<file path="src/rtl/imem_boot_loader_if.sv">
// Boot loader bus bundle: load request, instruction stream handshake,
// instruction memory write port and core reset/status lines.
`timescale 1ns/1ps
interface imem_boot_loader_if #(
  parameter int unsigned ADDR_WIDTH = 12
);
  logic                  start;
  logic [ADDR_WIDTH-2:0] word_count;
  logic                  in_valid;
  logic [31:0]           in_data;
  logic                  in_ready;
  logic                  imem_we;
  logic [ADDR_WIDTH-1:0] imem_addr;
  logic [31:0]           imem_wdata;
  logic [3:0]            imem_byte_enable;
  logic                  cpu_reset;
  logic                  busy;
  logic                  done;
  logic                  error;

  modport master (
    output start, word_count, in_valid, in_data,
    input  in_ready, imem_we, imem_addr, imem_wdata, imem_byte_enable,
           cpu_reset, busy, done, error
  );

  modport slave (
    input  start, word_count, in_valid, in_data,
    output in_ready, imem_we, imem_addr, imem_wdata, imem_byte_enable,
           cpu_reset, busy, done, error
  );
endinterface

</file>
<file path="src/rtl/imem_boot_loader.sv">
// Boot-time instruction memory loader: streams words into imem starting at
// BOOT_ADDR while holding the core in reset, then releases the core.
`timescale 1ns/1ps
module imem_boot_loader #(
  parameter int unsigned ADDR_WIDTH    = 12,
  parameter int unsigned BOOT_ADDR     = 0,
  parameter int unsigned RELEASE_DELAY = 2
) (
  input  logic                clock,
  input  logic                reset,
  imem_boot_loader_if.slave   bus
);

  localparam int unsigned          IDX_W     = ADDR_WIDTH - 2;
  localparam int unsigned          CNT_W     = ADDR_WIDTH - 1;
  localparam logic [CNT_W-1:0]      MAX_WORDS = CNT_W'(1 << IDX_W);
  localparam logic [ADDR_WIDTH-1:0] BOOT_BASE = ADDR_WIDTH'(BOOT_ADDR);
  localparam logic [3:0]            HOLD_INIT = 4'(RELEASE_DELAY - 1);

  typedef enum logic [2:0] {
    S_IDLE,
    S_LOAD,
    S_FLUSH,
    S_HOLD,
    S_RUN,
    S_ERROR
  } state_t;

  state_t                state_q, state_n;
  logic [IDX_W-1:0]      index_q, index_n;
  logic [CNT_W-1:0]      count_q, count_n;
  logic [3:0]            hold_q, hold_n;

  logic                  in_ready_q, in_ready_n;
  logic                  we_q, we_n;
  logic [ADDR_WIDTH-1:0] addr_q, addr_n;
  logic [31:0]           wdata_q, wdata_n;
  logic                  cpu_reset_q, cpu_reset_n;
  logic                  busy_q, busy_n;
  logic                  done_q, done_n;
  logic                  error_q, error_n;

  logic                  accept;
  logic                  last_word;

  assign accept    = (state_q == S_LOAD) && bus.in_valid && in_ready_q;
  assign last_word = ({1'b0, index_q} == (count_q - CNT_W'(1)));

  // State register
  always_ff @(posedge clock) begin
    if (reset) begin
      state_q <= S_IDLE;
    end else begin
      state_q <= state_n;
    end
  end

  // Next-state, datapath and next-output decode; outputs are decoded from
  // the next state so that every output leaves a flop.
  always_comb begin
    state_n = state_q;
    index_n = index_q;
    count_n = count_q;
    hold_n  = hold_q;
    we_n    = 1'b0;
    addr_n  = addr_q;
    wdata_n = wdata_q;

    case (state_q)
      S_IDLE: begin
        if (bus.start) begin
          if (bus.word_count > MAX_WORDS) begin
            state_n = S_ERROR;
          end else if (bus.word_count == '0) begin
            state_n = S_HOLD;
            hold_n  = HOLD_INIT;
          end else begin
            state_n = S_LOAD;
            count_n = bus.word_count;
            index_n = '0;
          end
        end
      end
      S_LOAD: begin
        if (accept) begin
          we_n    = 1'b1;
          addr_n  = BOOT_BASE + {index_q, 2'b00};
          wdata_n = bus.in_data;
          if (last_word) begin
            state_n = S_FLUSH;
          end else begin
            index_n = index_q + IDX_W'(1);
          end
        end
      end
      S_FLUSH: begin
        state_n = S_HOLD;
        hold_n  = HOLD_INIT;
      end
      S_HOLD: begin
        if (hold_q == '0) begin
          state_n = S_RUN;
        end else begin
          hold_n = hold_q - 4'd1;
        end
      end
      S_RUN:   state_n = S_RUN;
      S_ERROR: state_n = S_ERROR;
      default: state_n = S_IDLE;
    endcase

    in_ready_n  = (state_n == S_LOAD);
    cpu_reset_n = (state_n != S_RUN);
    busy_n      = (state_n == S_LOAD) || (state_n == S_FLUSH) || (state_n == S_HOLD);
    done_n      = (state_n == S_RUN);
    error_n     = (state_n == S_ERROR);
  end

  // Datapath and registered outputs
  always_ff @(posedge clock) begin
    if (reset) begin
      index_q     <= '0;
      count_q     <= '0;
      hold_q      <= '0;
      in_ready_q  <= 1'b0;
      we_q        <= 1'b0;
      addr_q      <= '0;
      wdata_q     <= '0;
      cpu_reset_q <= 1'b1;
      busy_q      <= 1'b0;
      done_q      <= 1'b0;
      error_q     <= 1'b0;
    end else begin
      index_q     <= index_n;
      count_q     <= count_n;
      hold_q      <= hold_n;
      in_ready_q  <= in_ready_n;
      we_q        <= we_n;
      addr_q      <= addr_n;
      wdata_q     <= wdata_n;
      cpu_reset_q <= cpu_reset_n;
      busy_q      <= busy_n;
      done_q      <= done_n;
      error_q     <= error_n;
    end
  end

  assign bus.in_ready         = in_ready_q;
  assign bus.imem_we          = we_q;
  assign bus.imem_addr        = addr_q;
  assign bus.imem_wdata       = wdata_q;
  assign bus.imem_byte_enable = 4'b1111;
  assign bus.cpu_reset        = cpu_reset_q;
  assign bus.busy             = busy_q;
  assign bus.done             = done_q;
  assign bus.error            = error_q;

endmodule

</file>
<file path="src/flat_wrapper.sv">
// flat-port wrapper written by rule: the top's interface ports become plain ports
module imem_boot_loader_flat 
#(
  parameter int unsigned ADDR_WIDTH    = 12,
  parameter int unsigned BOOT_ADDR     = 0,
  parameter int unsigned RELEASE_DELAY = 2
)
  (clock, reset, bus_start, bus_word_count, bus_in_valid, bus_in_data, bus_in_ready, bus_imem_we, bus_imem_addr, bus_imem_wdata, bus_imem_byte_enable, bus_cpu_reset, bus_busy, bus_done, bus_error);
  imem_boot_loader_if #(.ADDR_WIDTH(ADDR_WIDTH)) bus_i ();
  input  logic clock;
  input  logic reset;
  input wire logic [$bits(bus_i.start)-1:0] bus_start;
  input wire logic [$bits(bus_i.word_count)-1:0] bus_word_count;
  input wire logic [$bits(bus_i.in_valid)-1:0] bus_in_valid;
  input wire logic [$bits(bus_i.in_data)-1:0] bus_in_data;
  output wire logic [$bits(bus_i.in_ready)-1:0] bus_in_ready;
  output wire logic [$bits(bus_i.imem_we)-1:0] bus_imem_we;
  output wire logic [$bits(bus_i.imem_addr)-1:0] bus_imem_addr;
  output wire logic [$bits(bus_i.imem_wdata)-1:0] bus_imem_wdata;
  output wire logic [$bits(bus_i.imem_byte_enable)-1:0] bus_imem_byte_enable;
  output wire logic [$bits(bus_i.cpu_reset)-1:0] bus_cpu_reset;
  output wire logic [$bits(bus_i.busy)-1:0] bus_busy;
  output wire logic [$bits(bus_i.done)-1:0] bus_done;
  output wire logic [$bits(bus_i.error)-1:0] bus_error;
  assign bus_i.start = bus_start;
  assign bus_i.word_count = bus_word_count;
  assign bus_i.in_valid = bus_in_valid;
  assign bus_i.in_data = bus_in_data;
  assign bus_in_ready = bus_i.in_ready;
  assign bus_imem_we = bus_i.imem_we;
  assign bus_imem_addr = bus_i.imem_addr;
  assign bus_imem_wdata = bus_i.imem_wdata;
  assign bus_imem_byte_enable = bus_i.imem_byte_enable;
  assign bus_cpu_reset = bus_i.cpu_reset;
  assign bus_busy = bus_i.busy;
  assign bus_done = bus_i.done;
  assign bus_error = bus_i.error;
  imem_boot_loader #(.ADDR_WIDTH(ADDR_WIDTH), .BOOT_ADDR(BOOT_ADDR), .RELEASE_DELAY(RELEASE_DELAY)) u_core (.clock(clock), .reset(reset), .bus(bus_i));
endmodule
</file>
<file path="config.mk">
export PLATFORM = sky130hd
export DESIGN_NAME = imem_boot_loader_flat
export DESIGN_NICKNAME = d
export VERILOG_FILES = /design/src/rtl/imem_boot_loader_if.sv /design/src/rtl/imem_boot_loader.sv /design/src/flat_wrapper.sv
export SDC_FILE = /design/constraint.sdc
export NUM_CORES = 1
export LEC_CHECK = 0
export ABC_AREA = 1
export BUFFER_PORTS_ARGS = -buffer_cell sky130_fd_sc_hd__buf_2
export CAP_MARGIN = 10
export CORE_MARGIN = 2
export CORE_UTILIZATION = 52
export DETAILED_ROUTE_END_ITERATION = 7
export GPL_TIMING_DRIVEN = 1
export PLACE_DENSITY = 0.79
export SYNTH_ARGS = -nofsm -noshare
export SYNTH_HDL_FRONTEND = slang
export SYNTH_SLANG_ARGS = --single-unit
</file>
<file path="constraint.sdc">
create_clock -name clock -period 2.9 [get_ports clock]
set_clock_uncertainty 0.1 [all_clocks]
set_input_delay 0 -clock clock [delete_from_list [all_inputs] [get_ports clock]]
set_output_delay 0 -clock clock [all_outputs]
set_load 0.005 [all_outputs]
</file>
Word-level counts from Yosys, hierarchy flattened. Index checks and enable logic that the tools add are counted.

Add/sub/neg operators: 3. $lt $le $gt $ge: 1. Equal/unequal tests: 19. Multiplexer cells: 19. Bitwise gates (word level): 3. Reductions and logical operators: 14.

Operators by type and width (number): $mux 10 (5); $pmux 10 s2 (1); $pmux 3 s6 (1); $mux 4 (4); $mux 3 (5); $eq 3x2->1 const B (4); $eq 3x3->1 const B (4); $pmux 4 s3 (1); $eq 10x11->1 (1); $gt 11x11->1 const B (1); $logic_not 11->1 (1); $sub 11x1->11 const B (1); $add 10x1->10 const B (1); $ne 2x2->1 const B (5); $eq 3x1->1 const B (2); $reduce_and 6->1 (1); $reduce_and 5->1 (1); $logic_not 4->1 (1); $ne 2x1->1 const B (2); $reduce_and 4->1 (1); $sub 4x1->4 const B (1); $logic_not 3->1 (1); $ne 3x3->1 const B (1); $not 1->1 (3); other kinds (8) (10).

Register bits: 76. Bits of input ports: 47. Output and inout bits: 54. Logic and storage cells: 71.

Longest topological paths before layout.
Depth after elaboration: 8. Gate-level depth with buffers: 16. Depth with buffers taken out: 16.

Worst setup path before layout. Ideal clock, no wire load.

Kind: register to register. From: register u_core.count_q[0]. To: register u_core.index_q[0]. Library setup time: 114 ps. Data arrival time: 1778 ps. Required time: 2686 ps. Setup slack: 909 ps. Cell stages (with the launch flop): 14. Path buffers: 0. Clock period less this slack: 1991 ps. Cells stage by stage: dfxtp_1 > inv_1 > ha_1 > or2_2 > nand3_1 > nor2_1 > nand2_1 > nor2_4 > nand3_4 > nand2_2 > nand2_4 > nand3_4 > o21ai_1 > inv_1.

Cells in the longest elaborated chain, start to end: 4.

Ends and longest elaborated chain: start, declared (line imem_boot_loader.sv:31) `logic [CNT_W-1:0] count_q, count_n;`; start signal, assigned (line imem_boot_loader.sv:135) `count_q <= count_n;`; $sub 11x1->11 (line imem_boot_loader.sv:47) `assign last_word = ({1'b0, index_q} == (count_q - CNT_W'(1)));`; $eq 10x11->1 (line imem_boot_loader.sv:47); $ne 2x2->1 (no line); $reduce_and 6->1 (no line); end signal, assigned (line imem_boot_loader.sv:134) `index_q <= index_n;`; end, declared (line imem_boot_loader.sv:30) `logic [IDX_W-1:0] index_q, index_n;`.

No other way between the ends. A chain may end at the register's enable or synchronous reset.

Worst setup path in the final report.
From: register u_core.count_q[0]. To: register u_core.busy_q, in the netlist u_core.bus.busy.

Cells in the longest elaborated chain, start to end: 8. Elaborated cells on any way between the ends: 10. Classes of those cells: 1 x add/sub; 4 x eq/ne; 3 x mux; 2 x reduce/logical.

Ends and longest elaborated chain: $sub 11x1->11 * (line imem_boot_loader.sv:47); $eq 10x11->1 * (line imem_boot_loader.sv:47); $mux 3 * (line imem_boot_loader.sv:89) `if (last_word) begin`; $mux 3 * (line imem_boot_loader.sv:85) `if (accept) begin`; $pmux 3 s6 * (line imem_boot_loader.sv:69) `case (state_q)`; $eq 3x1->1 / $eq 3x2->1 (equally long branches) (line imem_boot_loader.sv:114) `busy_n = (state_n == S_LOAD) || (state_n == S_FLUSH) || (state_n == S_HOLD);`; $logic_or 1x1->1 (line imem_boot_loader.sv:114); $logic_or 1x1->1 * (line imem_boot_loader.sv:114); end signal, assigned (line imem_boot_loader.sv:142) `busy_q <= busy_n;`; end, declared (line imem_boot_loader.sv:39) `logic busy_q, busy_n;`.

Mark *: on every way between the ends. The rest lies on a longest branch, timed or not.

==> flow_summary.yaml <==
synth:
  ys_warn_count: 0
  yosysSeqAreaShare_pct: 41.8
  ys_ff_latch: 76
  ys_async_sr_fraction_pct: 0
  synthFlopType: "dfxtp_1"
  synth_cells: 496
  synth_area_per_cell_um2: 7.34
  synth_cell_types: 37
  synth_area_um2: 3640
  synth_edf_count: 0
sta:
  tns_ns: 0
  maxSlewHeadroom_pct: 64.2
  final.min_clock_period_ns: 2.19
  fmax_mhz: 457
  hold_ws_ns: 0.0154
  timing_hold_violations_final: 0
  slew_violations: 0
  setup_viol: 0
  final.period_utilization_pct: 75.4
  tightestPinTransition_ns: 0.537
  rsz0062_at_grt: "no"
finish:
  antennaDiodeCount: 0
  multi_input_area_um2: 1850
  regArea_um2: 1520
  layout_commonest_cell: "nand2_1"
  syn2layout_area_growth_pct: 30.7
  finalNonFillerCells: 723
  n_fill_cell: 528
  most-common-layout-cells: "nand2_1, buf_2, dfxtp_1, nand3_1, a21oi_1"
  drive_gt1_share_pct: 26.5
  nNetsFinal: 673
place:
  hpwlAfterDp_um: 6010
  dp_cells: 663
  routabilityCongestion: 0.864
  port-buffer-count: 94
drt:
  drc: 0
  ant_nets: 0
  first_pass_iters: 5
  avgViaCountPerCell: 5.07
  drt_iter0_drc: 184
  wirelength_um: 9130
  via_count: 3666
  routedWlPerCell_um: 12.6
power:
  power_density_nw_per_um2: 532
  vdd_drop_max_uv: 388
  power_w: 0.00253
  p_leak_nw: 2.03
critical_path:
  endpoint_kind: "register"
  cp_num_buf_inv: 4
  critPathSlowestCell: "dfxtp_1"
  startpoint_type: "register"
  crit_arrival_ns: 2.35
  worstPathRequired_ns: 3.06
  crit_top_cell: "nand2_1"
  critical_path_class: "reg2reg"
  path_cells: "inv_1 > ha_1 > inv_1 > nand2_1 > nand3_1 > nand2_1 > nor2_1 > nand2_1 > nor2_4 > nand3_4 > nor2_2 > inv_2 > a21oi_4 > nand2_1 > nand2_1 > inv_1"
  path_max_fanout: 6
  crit_family: "simple AND/OR/NAND/NOR gates"
  cp.depth: 16
  ff2ff_path_depth: 16
  cpPeakStageDelay_ns: 0.34
min_path:
  hold_class: "in2reg"
  hold_depth: 5
grt:
  grt_usage_pct: 24.3
  grt_max_degree: 47
  grt_antenna_before_repair: 0
  grt_pass1_vias: 3528
  grt_remaining_overflow: 0
  grt_pass1_wl_um: 14800
floorplanning:
  coreArea_um2: 6790
  io-pin-count: 101
  rows: 30
  dieArea_um2: 7690
  die_x_um: 87.7
  die_h_um: 87.7
  start_util_pct: 53.6
clock_tree:
  htreeDepth: 3
  cts_buffer_depth: 2
  cts_made_buffers: 9
  ctsResizeCount: 0
  cts.sinks: 76
  clk_pin_slew_ns: 0.08
  clk_latency_ns: 0.36
  cts_tree: "done"
  root_buffer: "clkbuf_8"
flow_run:
  cap_violations: 0
status:
  status: "completed"
==> metrics by stage <==
step | area, um^2 | utilization, % | setup slack [ns]
2_1_floorplan | 3660 | - | 0.909
3_3_place_gp | 4130 | 60.8 | 0.804
3_5_place_dp | 4130 | 60.8 | 0.721
4_1_cts | 4760 | 70.1 | 0.681
5_1_grt | 4760 | 70.1 | 0.495
6_report | 4760 | 70.1 | 0.712
==> flip-flops by register name, indices dropped and copies added, names as in the netlist <==
register               flops
u_core.bus.imem_we         1
u_core.bus.error           1
u_core.state_q             3
u_core.bus.in_ready        1
u_core.bus.imem_addr      10
u_core.bus.cpu_reset       1
u_core.index_q            10
u_core.bus.imem_wdata     32
u_core.count_q            11
u_core.bus.busy            1
u_core.bus.done            1
u_core.hold_q              4
==> report_power, final <==
group / internal, W / switching (W) / total (W)
sequential: 0.00110 / 0.0000399 / 0.00114
combinational: 0.000232 / 0.000406 / 0.000638
clock: 0.000341 / 0.000417 / 0.000758
==> final cells by class <==
cell class / count / share of cell area, %
multi-input combinational: 356 / 38.9
sequential: 76 / 32.0
inverter: 37 / 2.92
timing repair buffer: 142 / 19.8
clock inverter: 6 / 0.999
tap: 96 / 2.52
clock buffer: 10 / 2.89
==> kinds of logic after synthesis <==
group           Yosys count  share of synthesized area, %
simple gates            251                          33.0
fa+ha+maj                 4                          1.37
other cells               2                         0.206
flops                    76                          41.8
compound gates           84                          13.1
buf+inv                  68                          7.94
xor+xnor                 11                          2.65
==> path summary, 6_finish.rpt <==
check                                              from                       to  slack [ns]
worst min register to register  u_core.bus.imem_addr[8]  u_core.bus.imem_addr[8]        0.36
worst max-delay path                  u_core.count_q[0]          u_core.bus.busy        0.71
worst max register to register        u_core.count_q[0]          u_core.bus.busy        0.71
worst min-delay path                          bus_start     u_core.bus.cpu_reset        0.02
==> metal layers <==
layer  vias to the layer above  share of wire [%]  track usage (%)
met3                        21                4.8             5.28
met4                         0                2.2             12.6
met1                      1683                 41             27.7
met5                         -                  0                0
li1                       1865                  -                -
met2                        97                 52             42.5
==> cells in the mapped netlist, types with 7 or more instances <==
cell	instances	area share [%]
a21oi_1	52	7.1
a21oi_2	9	2.2
buf_4	8	1.6
clkbuf_1	20	2.1
dfxtp_1	76	42
inv_1	29	3.0
inv_2	7	0.72
nand2_1	100	10
nand2_2	16	2.7
nand3_1	55	7.6
nand4_1	10	1.7
nor2_1	42	4.3
nor3_1	7	0.96
o21ai_0	16	2.2
==> what timing repair did <==
item,CTS,global route
buffers inserted,0,0
hold endpoints to repair,44,0
setup endpoints to repair,0,0
hold buffers,44,0
==> tightest hold or removal path, delay by kind of cell <==
| kind | cells | cell delay (ns) |
|---|---|---|
| compound gates | 1 | 0.06 |
| buf+inv | 1 | 0.09 |
| simple gates | 3 | 0.29 |
Power figures use the tool's default switching activity.
